`src/rtl/ov_bus_pkg.sv`:
```
// Shared constants for the register-bus arbiter: default widths,
// FSM state encodings and master indices.
package ov_bus_pkg;

    localparam int ADDR_W_DEF = 31;
    localparam int DATA_W_DEF = 32;

    localparam logic [1:0] IDLE  = 2'd0;
    localparam logic [1:0] ISSUE = 2'd1;
    localparam logic [1:0] WAIT  = 2'd2;
    localparam logic [1:0] ACK   = 2'd3;

    localparam logic M0 = 1'b0;
    localparam logic M1 = 1'b1;

endpackage

```
`src/rtl/bus_arb_rr.sv`:
```
// Combinational two-way round-robin picker with optional lock mask.
// A non-zero lock_own restricts eligibility to the owning master.
module bus_arb_rr (
    input  logic [1:0] req,
    input  logic       last,
    input  logic [1:0] lock_own,
    output logic       gnt_idx,
    output logic       gnt_valid
);
    import ov_bus_pkg::*;

    logic [1:0] elig;

    always_comb begin
        elig      = (|lock_own) ? (req & lock_own) : req;
        gnt_valid = |elig;
        gnt_idx   = M0;
        if (&elig) begin
            gnt_idx = ~last;
        end else if (elig[M1]) begin
            gnt_idx = M1;
        end
    end

endmodule

```
`src/rtl/reg_bus_arbiter.sv`:
```
// Two-master register-bus arbiter, one transaction in flight, registered outputs.
// Define ARB_LOCK_EN to let a master hold the bus across transactions via mN_lock.
module reg_bus_arbiter
    import ov_bus_pkg::*;
#(
    parameter int ADDR_W     = ADDR_W_DEF,
    parameter int DATA_W     = DATA_W_DEF,
    parameter int RD_LATENCY = 1
) (
    input  logic              clk,
    input  logic              reset_n,
    input  logic              m0_req,
    input  logic              m0_we,
    input  logic [ADDR_W-1:0] m0_addr,
    input  logic [DATA_W-1:0] m0_wdata,
    input  logic              m0_lock,
    output logic              m0_ack,
    output logic [DATA_W-1:0] m0_rdata,
    input  logic              m1_req,
    input  logic              m1_we,
    input  logic [ADDR_W-1:0] m1_addr,
    input  logic [DATA_W-1:0] m1_wdata,
    input  logic              m1_lock,
    output logic              m1_ack,
    output logic [DATA_W-1:0] m1_rdata,
    output logic [ADDR_W-1:0] addr_bus,
    output logic [DATA_W-1:0] data_bus_wr,
    output logic              wr_strobe,
    output logic              rd_strobe,
    input  logic [DATA_W-1:0] data_bus_rd
);

    localparam logic [2:0] LAT_LAST = 3'(RD_LATENCY - 1);

    logic [1:0] state;
    logic       win;
    logic       last;
    logic       we_q;
    logic [2:0] cnt;
    logic       gnt_idx;
    logic       gnt_valid;
    logic [1:0] lock_own;
    logic       sel_we;
    logic [ADDR_W-1:0] sel_addr;
    logic [DATA_W-1:0] sel_wdata;

    assign sel_we    = gnt_idx ? m1_we    : m0_we;
    assign sel_addr  = gnt_idx ? m1_addr  : m0_addr;
    assign sel_wdata = gnt_idx ? m1_wdata : m0_wdata;

`ifdef ARB_LOCK_EN
    logic       owned;
    logic       owner;
    logic [1:0] lock;

    assign lock     = {m1_lock, m0_lock};
    // Ownership only gates arbitration while the owner still holds lock.
    assign lock_own = (owned && lock[owner]) ? (owner ? 2'b10 : 2'b01) : 2'b00;

    always_ff @(posedge clk or negedge reset_n) begin
        if (!reset_n) begin
            owned <= 1'b0;
            owner <= M0;
        end else if (state == ACK && lock[win]) begin
            owned <= 1'b1;
            owner <= win;
        end else if (state == IDLE && owned && !lock[owner]) begin
            owned <= 1'b0;
        end
    end
`else
    logic unused_lock;

    assign lock_own    = 2'b00;
    assign unused_lock = m0_lock ^ m1_lock;
`endif

    bus_arb_rr u_rr (
        .req       ({m1_req, m0_req}),
        .last      (last),
        .lock_own  (lock_own),
        .gnt_idx   (gnt_idx),
        .gnt_valid (gnt_valid)
    );

    always_ff @(posedge clk or negedge reset_n) begin
        if (!reset_n) begin
            state       <= IDLE;
            win         <= M0;
            last        <= M1;
            we_q        <= 1'b0;
            cnt         <= '0;
            addr_bus    <= '0;
            data_bus_wr <= '0;
            wr_strobe   <= 1'b0;
            rd_strobe   <= 1'b0;
            m0_ack      <= 1'b0;
            m1_ack      <= 1'b0;
            m0_rdata    <= '0;
            m1_rdata    <= '0;
        end else begin
            addr_bus    <= '0;
            data_bus_wr <= '0;
            wr_strobe   <= 1'b0;
            rd_strobe   <= 1'b0;
            m0_ack      <= 1'b0;
            m1_ack      <= 1'b0;
            unique case (state)
                IDLE: begin
                    if (gnt_valid) begin
                        state       <= ISSUE;
                        win         <= gnt_idx;
                        we_q        <= sel_we;
                        addr_bus    <= sel_addr;
                        data_bus_wr <= sel_we ? sel_wdata : '0;
                        wr_strobe   <= sel_we;
                        rd_strobe   <= ~sel_we;
                    end
                end
                ISSUE: begin
                    cnt <= '0;
                    if (we_q) begin
                        state  <= ACK;
                        m0_ack <= (win == M0);
                        m1_ack <= (win == M1);
                    end else begin
                        state <= WAIT;
                    end
                end
                WAIT: begin
                    cnt <= cnt + 3'd1;
                    // Slave data is valid in the last wait cycle only.
                    if (cnt == LAT_LAST) begin
                        state  <= ACK;
                        m0_ack <= (win == M0);
                        m1_ack <= (win == M1);
                        if (win == M1) begin
                            m1_rdata <= data_bus_rd;
                        end else begin
                            m0_rdata <= data_bus_rd;
                        end
                    end
                end
                ACK: begin
                    state <= IDLE;
                    last  <= win;
                end
                default: state <= IDLE;
            endcase
        end
    end

endmodule

```
`config.mk`:
```
export PLATFORM = sky130hd
export DESIGN_NAME = reg_bus_arbiter
export DESIGN_NICKNAME = d
export VERILOG_FILES = /design/src/rtl/ov_bus_pkg.sv /design/src/rtl/bus_arb_rr.sv /design/src/rtl/reg_bus_arbiter.sv
export SDC_FILE = /design/constraint.sdc
export NUM_CORES = 1
export LEC_CHECK = 0
export ABC_CLOCK_PERIOD_IN_PS = 2000
export CAP_MARGIN = 20
export CORE_UTILIZATION = 40
export CTS_CLUSTER_DIAMETER = 120
export DETAILED_ROUTE_END_ITERATION = 8
export GPL_ROUTABILITY_DRIVEN = 0
export PLACE_DENSITY_LB_ADDON = 0.2
export SLEW_MARGIN = 5
export SYNTH_ARGS = -nofsm -noshare
export SYNTH_HDL_FRONTEND = slang
export SYNTH_HIERARCHICAL = 1
export SYNTH_SLANG_ARGS = --single-unit
```
`constraint.sdc`:
```
create_clock -name clk -period 2 [get_ports clk]
set_input_delay 0.5 -clock clk [delete_from_list [all_inputs] [get_ports clk]]
set_output_delay 0.5 -clock clk [all_outputs]
set_load 0.02 [all_outputs]
```
# Word-level counts from Yosys, hierarchy flattened
# Cells that the tools add are included.
[classes]
addsub = 1
n_mul = 0
div_mod_pow = 0
magnitude_cmp = 0
eq_ne = 5
shifts = 0
muxes = 25
n_bitwise = 3
reduce_logical = 9
[ops]
columns = ["operator", "count"]
rows = [
  ["$mux 32", 4],
  ["$mux 31", 3],
  ["$mux 1", 12],
  ["$pmux 2 s4", 1],
  ["$pmux 3 s2", 1],
  ["$reduce_and 2->1", 3],
  ["$reduce_and 3->1", 2],
  ["$eq 2x2->1 const B", 2],
  ["$mux 2", 2],
  ["$ne 2x2->1 const B", 2],
  ["$pmux 1 s2", 2],
  ["$add 3x1->3 const B", 1],
  ["$logic_not 3->1", 1],
  ["$not 1->1", 3],
  ["$eq 2x1->1 const B", 1],
  ["$logic_not 2->1", 1],
  ["$reduce_bool 2->1", 1],
  ["$reduce_or 2->1", 1],
]
[word_totals]
regBits = 139
latch_bits = 0
mem_bits_rw = 0
romBits = 0
output_inout_bits = 131
mem_count = 0

# Logic depth before layout (Yosys ltp)
# Gate-level depths: netlist of the first run.
[logic_depth]
word_depth = 6
depth_mapped = 7

# Cells and area by module
# Netlist of the first run, hierarchy kept.
[modules_own_cells]
columns = ["mod", "n_inst", "cells_each", "area_per_inst_um2", "seq_area_each_um2"]
rows = [
  ["reg_bus_arbiter", 1, 395, 5657.9, 3479.6],
  ["bus_arb_rr", 1, 8, 41.3, 0.0],
]

# Worst setup path before layout of the first run
# OpenSTA, ideal clock, no wires.
[synth_path]
kind = "flip-flop to flip-flop"
start = "register state[0]"
end = "register m0_rdata[10]"
setup_time_ns = 0.125
t_arrival_ns = 1.669
required_ns = 1.875
slack_ns = 0.206
stages_incl_launch_ff = 8
path_buffers = 2
synth_period_minus_slack_ns = 1.794
cell_sequence = "dfrtp_1 inv_1 ha_1 and3b_4 and2_4 buf_8 buf_12 mux2_4"
[synth_via]
elab_chain_len = 2
[synth_rtl]
columns = ["element", "line_no", "source"]
rows = [
  ["from (decl)", "reg_bus_arbiter.sv:35", "logic [1:0] state;"],
  ["from (signal assigned)", "reg_bus_arbiter.sv:88", "state <= IDLE;"],
  ["from (signal assigned)", "reg_bus_arbiter.sv:111", "state <= ISSUE;"],
  ["from (signal assigned)", "reg_bus_arbiter.sv:123", "state <= ACK;"],
  ["$eq 2x2->1", "reg_bus_arbiter.sv:108", "unique case (state)"],
  ["$reduce_and 3->1 (no line)", "n/a", ""],
  ["to (signal assigned)", "reg_bus_arbiter.sv:140", "m0_rdata <= data_bus_rd;"],
  ["to (decl)", "reg_bus_arbiter.sv:18", "output logic [DATA_W-1:0] m0_rdata,"],
]
# Every way passes these cells.
# A chain may end at the register's enable or synchronous reset.

# Final worst setup path of the first run
[layout_path]
start = "register data_bus_wr[0]"
end = "output port data_bus_wr[0]"
[layout_lines]
columns = ["element", "line_no", "source"]
rows = [
  ["from (decl)", "reg_bus_arbiter.sv:27", "output logic [DATA_W-1:0] data_bus_wr,"],
  ["from (signal assigned)", "reg_bus_arbiter.sv:115", "data_bus_wr <= sel_we ? sel_wdata : '0;"],
]
# No word-level cell between the ends.

==> impl_metrics.prom, run 1 <==
# TYPE chip_impl_metric gauge
chip_impl_metric{name="drt_first_pass_iters",unit=""} 5
chip_impl_metric{name="routed-via-count",unit=""} 4305
chip_impl_metric{name="synth_seq_cells",unit=""} 139
chip_impl_info{name="synth.largest_area_cell",value="sky130_fd_sc_hd__dfrtp_1"} 1
chip_impl_metric{name="storage_element_area",unit="um^2"} 3480
chip_impl_info{name="library_cell_used_as_clock_root_buffer",value="sky130_fd_sc_hd__clkbuf_16"} 1
chip_impl_info{name="timing.critical_path.max_delay_family",value="buffers and inverters"} 1
chip_impl_info{name="regToRegEndpoint",value="m0_rdata[31]"} 1
chip_impl_metric{name="report.power.total",unit="mW"} 13.3
chip_impl_info{name="clock_tree_from_tritoncts",value="built"} 1
chip_impl_metric{name="synth_warnings",unit=""} 6
chip_impl_info{name="r2r_start",value="state[0]"} 1
chip_impl_metric{name="finalSetupViolations",unit=""} 0
chip_impl_metric{name="worst-path-buf-inv",unit=""} 1
chip_impl_metric{name="worst_clock_skew",unit="ns"} 0.0135
chip_impl_metric{name="cts_inserted_buffers",unit=""} 17
chip_impl_metric{name="wire_per_inst",unit="um"} 17.1
chip_impl_metric{name="met2_wl",unit="mm"} 7.77
chip_impl_metric{name="grt_first_pass_wirelength",unit="mm"} 23.5
chip_impl_metric{name="min_period",unit="ns"} 1.93
chip_impl_metric{name="timing.final.max_slew_violations",unit=""} 0
chip_impl_metric{name="crit_path_max_incr_delay",unit="ns"} 0.70
chip_impl_info{name="type_of_element_capturing_the_critical_path",value="primary output"} 1
chip_impl_info{name="critPathLaunchType",value="flop"} 1
chip_impl_metric{name="cts.clk_slew.worst_paths",unit="ns"} 0.06
chip_impl_metric{name="cts_htree_levels",unit=""} 4
chip_impl_metric{name="synthCells",unit=""} 403
chip_impl_metric{name="synth_cell_type_count",unit=""} 31
chip_impl_metric{name="post_cts_resize_count",unit=""} 0
chip_impl_metric{name="boundaryPins",unit=""} 297
chip_impl_metric{name="via_count_of_the_first_global_routing_pass",unit=""} 4490
chip_impl_metric{name="cp_num_cells",unit=""} 1
chip_impl_info{name="slowest_stage",value="sky130_fd_sc_hd__clkdlybuf4s50_1"} 1
chip_impl_info{name="hold_class",value="in2async"} 1
chip_impl_metric{name="syn2layout_area_growth",unit="%"} 68.7
chip_impl_metric{name="postSynth.asyncResetShare",unit="%"} 100
chip_impl_metric{name="cts_hold_repair.buffers",unit=""} 0
chip_impl_metric{name="clockBufferDepth",unit=""} 2
chip_impl_metric{name="drt_iter0_drc",unit=""} 141
chip_impl_info{name="timing.setup.critical_path_class",value="reg2out"} 1
chip_impl_metric{name="num_rows",unit=""} 43
chip_impl_metric{name="die_w",unit="um"} 121
chip_impl_metric{name="routed-wl-met3",unit="mm"} 1.43
chip_impl_info{name="cp-startpoint",value="data_bus_wr[0]"} 1
chip_impl_info{name="synth_top_flop_cell",value="sky130_fd_sc_hd__dfrtp_1"} 1
chip_impl_info{name="post-synth-top-count-cell",value="sky130_fd_sc_hd__dfrtp_1"} 1
chip_impl_metric{name="groute.usage.overall",unit="%"} 21.5
chip_impl_metric{name="r2r_setup_slack",unit="ns"} 0.20
chip_impl_metric{name="timing.critical_path.required",unit="ns"} 1.50
chip_impl_info{name="maxUsedRoutingLayer",value="met4"} 1
chip_impl_metric{name="detail-route-antenna-nets",unit=""} 0
chip_impl_metric{name="final_hold_viol_count",unit=""} 0
chip_impl_metric{name="crit_arrival",unit="ns"} 1.43
chip_impl_metric{name="dpl-instance-area",unit="um^2"} 8980
chip_impl_metric{name="wl",unit="mm"} 15.7
chip_impl_metric{name="drt_drc_violations_left",unit=""} 0
chip_impl_metric{name="placeableCoreArea",unit="um^2"} 13900
chip_impl_metric{name="grt_max_degree",unit=""} 46
chip_impl_metric{name="cap_viol_max_count",unit=""} 0
chip_impl_metric{name="wirelength_met1",unit="mm"} 5.95
chip_impl_metric{name="nFillCells",unit=""} 995
chip_impl_metric{name="port_buffers",unit=""} 294
chip_impl_metric{name="yosysSeqAreaShare",unit="%"} 61.1
chip_impl_info{name="post_synth_main_area_contributors",value="sky130_fd_sc_hd__dfrtp_1, sky130_fd_sc_hd__mux2i_1, sky130_fd_sc_hd__mux2_4, sky130_fd_sc_hd__mux2_2, sky130_fd_sc_hd__nor2_1"} 1
chip_impl_metric{name="latest_clock_arrival_within_the_worst_skew_pair",unit="ns"} 0.42
chip_impl_info{name="outcome",value="completed"} 1
chip_impl_info{name="rsz0062_at_grt",value="false"} 1
chip_impl_metric{name="fraction_of_final_layout_cells_sized_beyond_drive_strength_1",unit="%"} 16.3
chip_impl_metric{name="ff2ff_path_depth",unit=""} 6
chip_impl_metric{name="synthDominantCellAreaShare",unit="%"} 60.6
chip_impl_metric{name="number_of_antenna_violations_at_the_first_check_in_global_routing",unit=""} 1
chip_impl_metric{name="dp_hpwl",unit="mm"} 11.8
chip_impl_metric{name="die_area",unit="um^2"} 14700
chip_impl_metric{name="postSynthAreaPerCell",unit="um^2"} 14.1
chip_impl_metric{name="power.density_cell_area",unit="nW/um^2"} 1380
chip_impl_metric{name="die_height",unit="um"} 121
chip_impl_metric{name="initial_core_util",unit="%"} 41.1
chip_impl_metric{name="cts_post_setup_buffers_inserted",unit=""} 0
chip_impl_metric{name="overflow",unit=""} 0
chip_impl_info{name="critical_path.cell_chain",value="clkdlybuf4s50_1"} 1
chip_impl_metric{name="synth_edf_count",unit=""} 0
chip_impl_metric{name="synth.cell_area",unit="um^2"} 5700
chip_impl_metric{name="cts_num_sinks",unit=""} 139
chip_impl_metric{name="nNetsFinal",unit=""} 894
chip_impl_metric{name="detail_route.vias_per_cell",unit=""} 4.70
chip_impl_metric{name="vdd_ir_drop_max",unit="mV"} 0.649
chip_impl_metric{name="max_freq",unit="GHz"} 0.517
chip_impl_metric{name="multiInputGateArea",unit="um^2"} 2060
chip_impl_metric{name="timing.final.crit_share",unit="%"} 96.6
chip_impl_metric{name="leakage",unit="nW"} 4.26
chip_impl_metric{name="worst_path_fanout_max",unit=""} 1
chip_impl_metric{name="final_area",unit="um^2"} 9610
chip_impl_info{name="ys_top_cells_by_count",value="sky130_fd_sc_hd__dfrtp_1, sky130_fd_sc_hd__nor2_1, sky130_fd_sc_hd__mux2i_1"} 1
logic make-up after synthesis:
kind of cell | count (synthesis) | synth area share (%)
AOI/OAI and AO/OA | 14 | 1.51
buffers and inverters | 27 | 3.38
and+or+nand+nor | 86 | 6.39
DFF | 139 | 61.1
adders and majority gates | 6 | 1.32
other | 1 | 0.0658
muxes | 130 | 26.3
cell type report:
class / instances / share of cell area [%]
tap: 180 / 2.34
clock buffer: 20 / 4.85
antenna: 1 / 0.0260
timing repair buffer: 314 / 33.2
sequential: 139 / 36.2
multi-input combinational: 243 / 21.4
inverter: 7 / 0.273
clock inverter: 12 / 1.68
how the worst max path moves through the flow:
stage                      end  slack [ns]
3_3_place_gp   data_bus_wr[30]       -0.11
3_5_place_dp   data_bus_wr[13]       -0.13
5_1_grt         data_bus_wr[0]        0.03
6_report        data_bus_wr[0]        0.07
4_1_cts         data_bus_wr[0]        0.06
2_1_floorplan     m0_rdata[10]        0.21
per-layer routing:
metal  GRT usage [%]  vias up
met1            24.2     2085
met4            10.3        0
met2            35.4      191
met3            8.60       32
li1                -     1997
met5               0        -
through the flow:
stage	util (%)	hold WS, ns	std cells	TNS (ns)	worst slack, ns
after floorplan	-	0.204	409	0	0.206
after global placement	64.7	0.451	883	-4.11	-0.114
after detailed placement	64.7	0.458	883	-4.58	-0.130
after CTS	69.2	0.0127	915	0	0.0636
after global routing	69.3	0.0240	916	0	0.0294
final	69.3	0.0151	916	0	0.0674
layout by cell type, fill, tap and decap left out, types with 5 or more instances in the layout:
cell type	netlist	routed
sky130_fd_sc_hd__clkdlybuf4s50_1	0	293
sky130_fd_sc_hd__dfrtp_1	138	138
sky130_fd_sc_hd__nor2_1	69	69
sky130_fd_sc_hd__mux2i_1	63	63
sky130_fd_sc_hd__mux2_2	32	32
sky130_fd_sc_hd__mux2_4	30	30
sky130_fd_sc_hd__clkbuf_16	0	17
sky130_fd_sc_hd__buf_4	0	12
sky130_fd_sc_hd__buf_12	3	8
sky130_fd_sc_hd__inv_1	7	7
sky130_fd_sc_hd__conb_1	1	7
sky130_fd_sc_hd__ha_1	6	6
sky130_fd_sc_hd__o21ai_0	5	5
sky130_fd_sc_hd__mux2_1	5	5
sky130_fd_sc_hd__a21oi_1	5	5
power by group:
group | internal, mW | switching, mW | leakage [nW] | total, mW
Clock | 2.07 | 1.20 | 0.299 | 3.27
Sequential | 3.77 | 0.456 | 1.77 | 4.23
Combinational | 3.19 | 2.63 | 2.19 | 5.82
sequential cells by signal, summed over array words and instances (netlist names):
register / cells
win: 1
we_q: 1
last: 1
cnt: 3
state: 2
m1_rdata: 32
wr_strobe: 1
m1_ack: 1
rd_strobe: 1
m0_ack: 1
addr_bus: 31
data_bus_wr: 32
m0_rdata: 32
Note: power is estimated with default switching activity, not from simulation.
==> inputs of run 2 (changes only) <==
Settings changed: CTS_CLUSTER_SIZE set to 30.
==> results of run 2 <==
The final DEF is identical to that of run 1; final timing and power are the same.
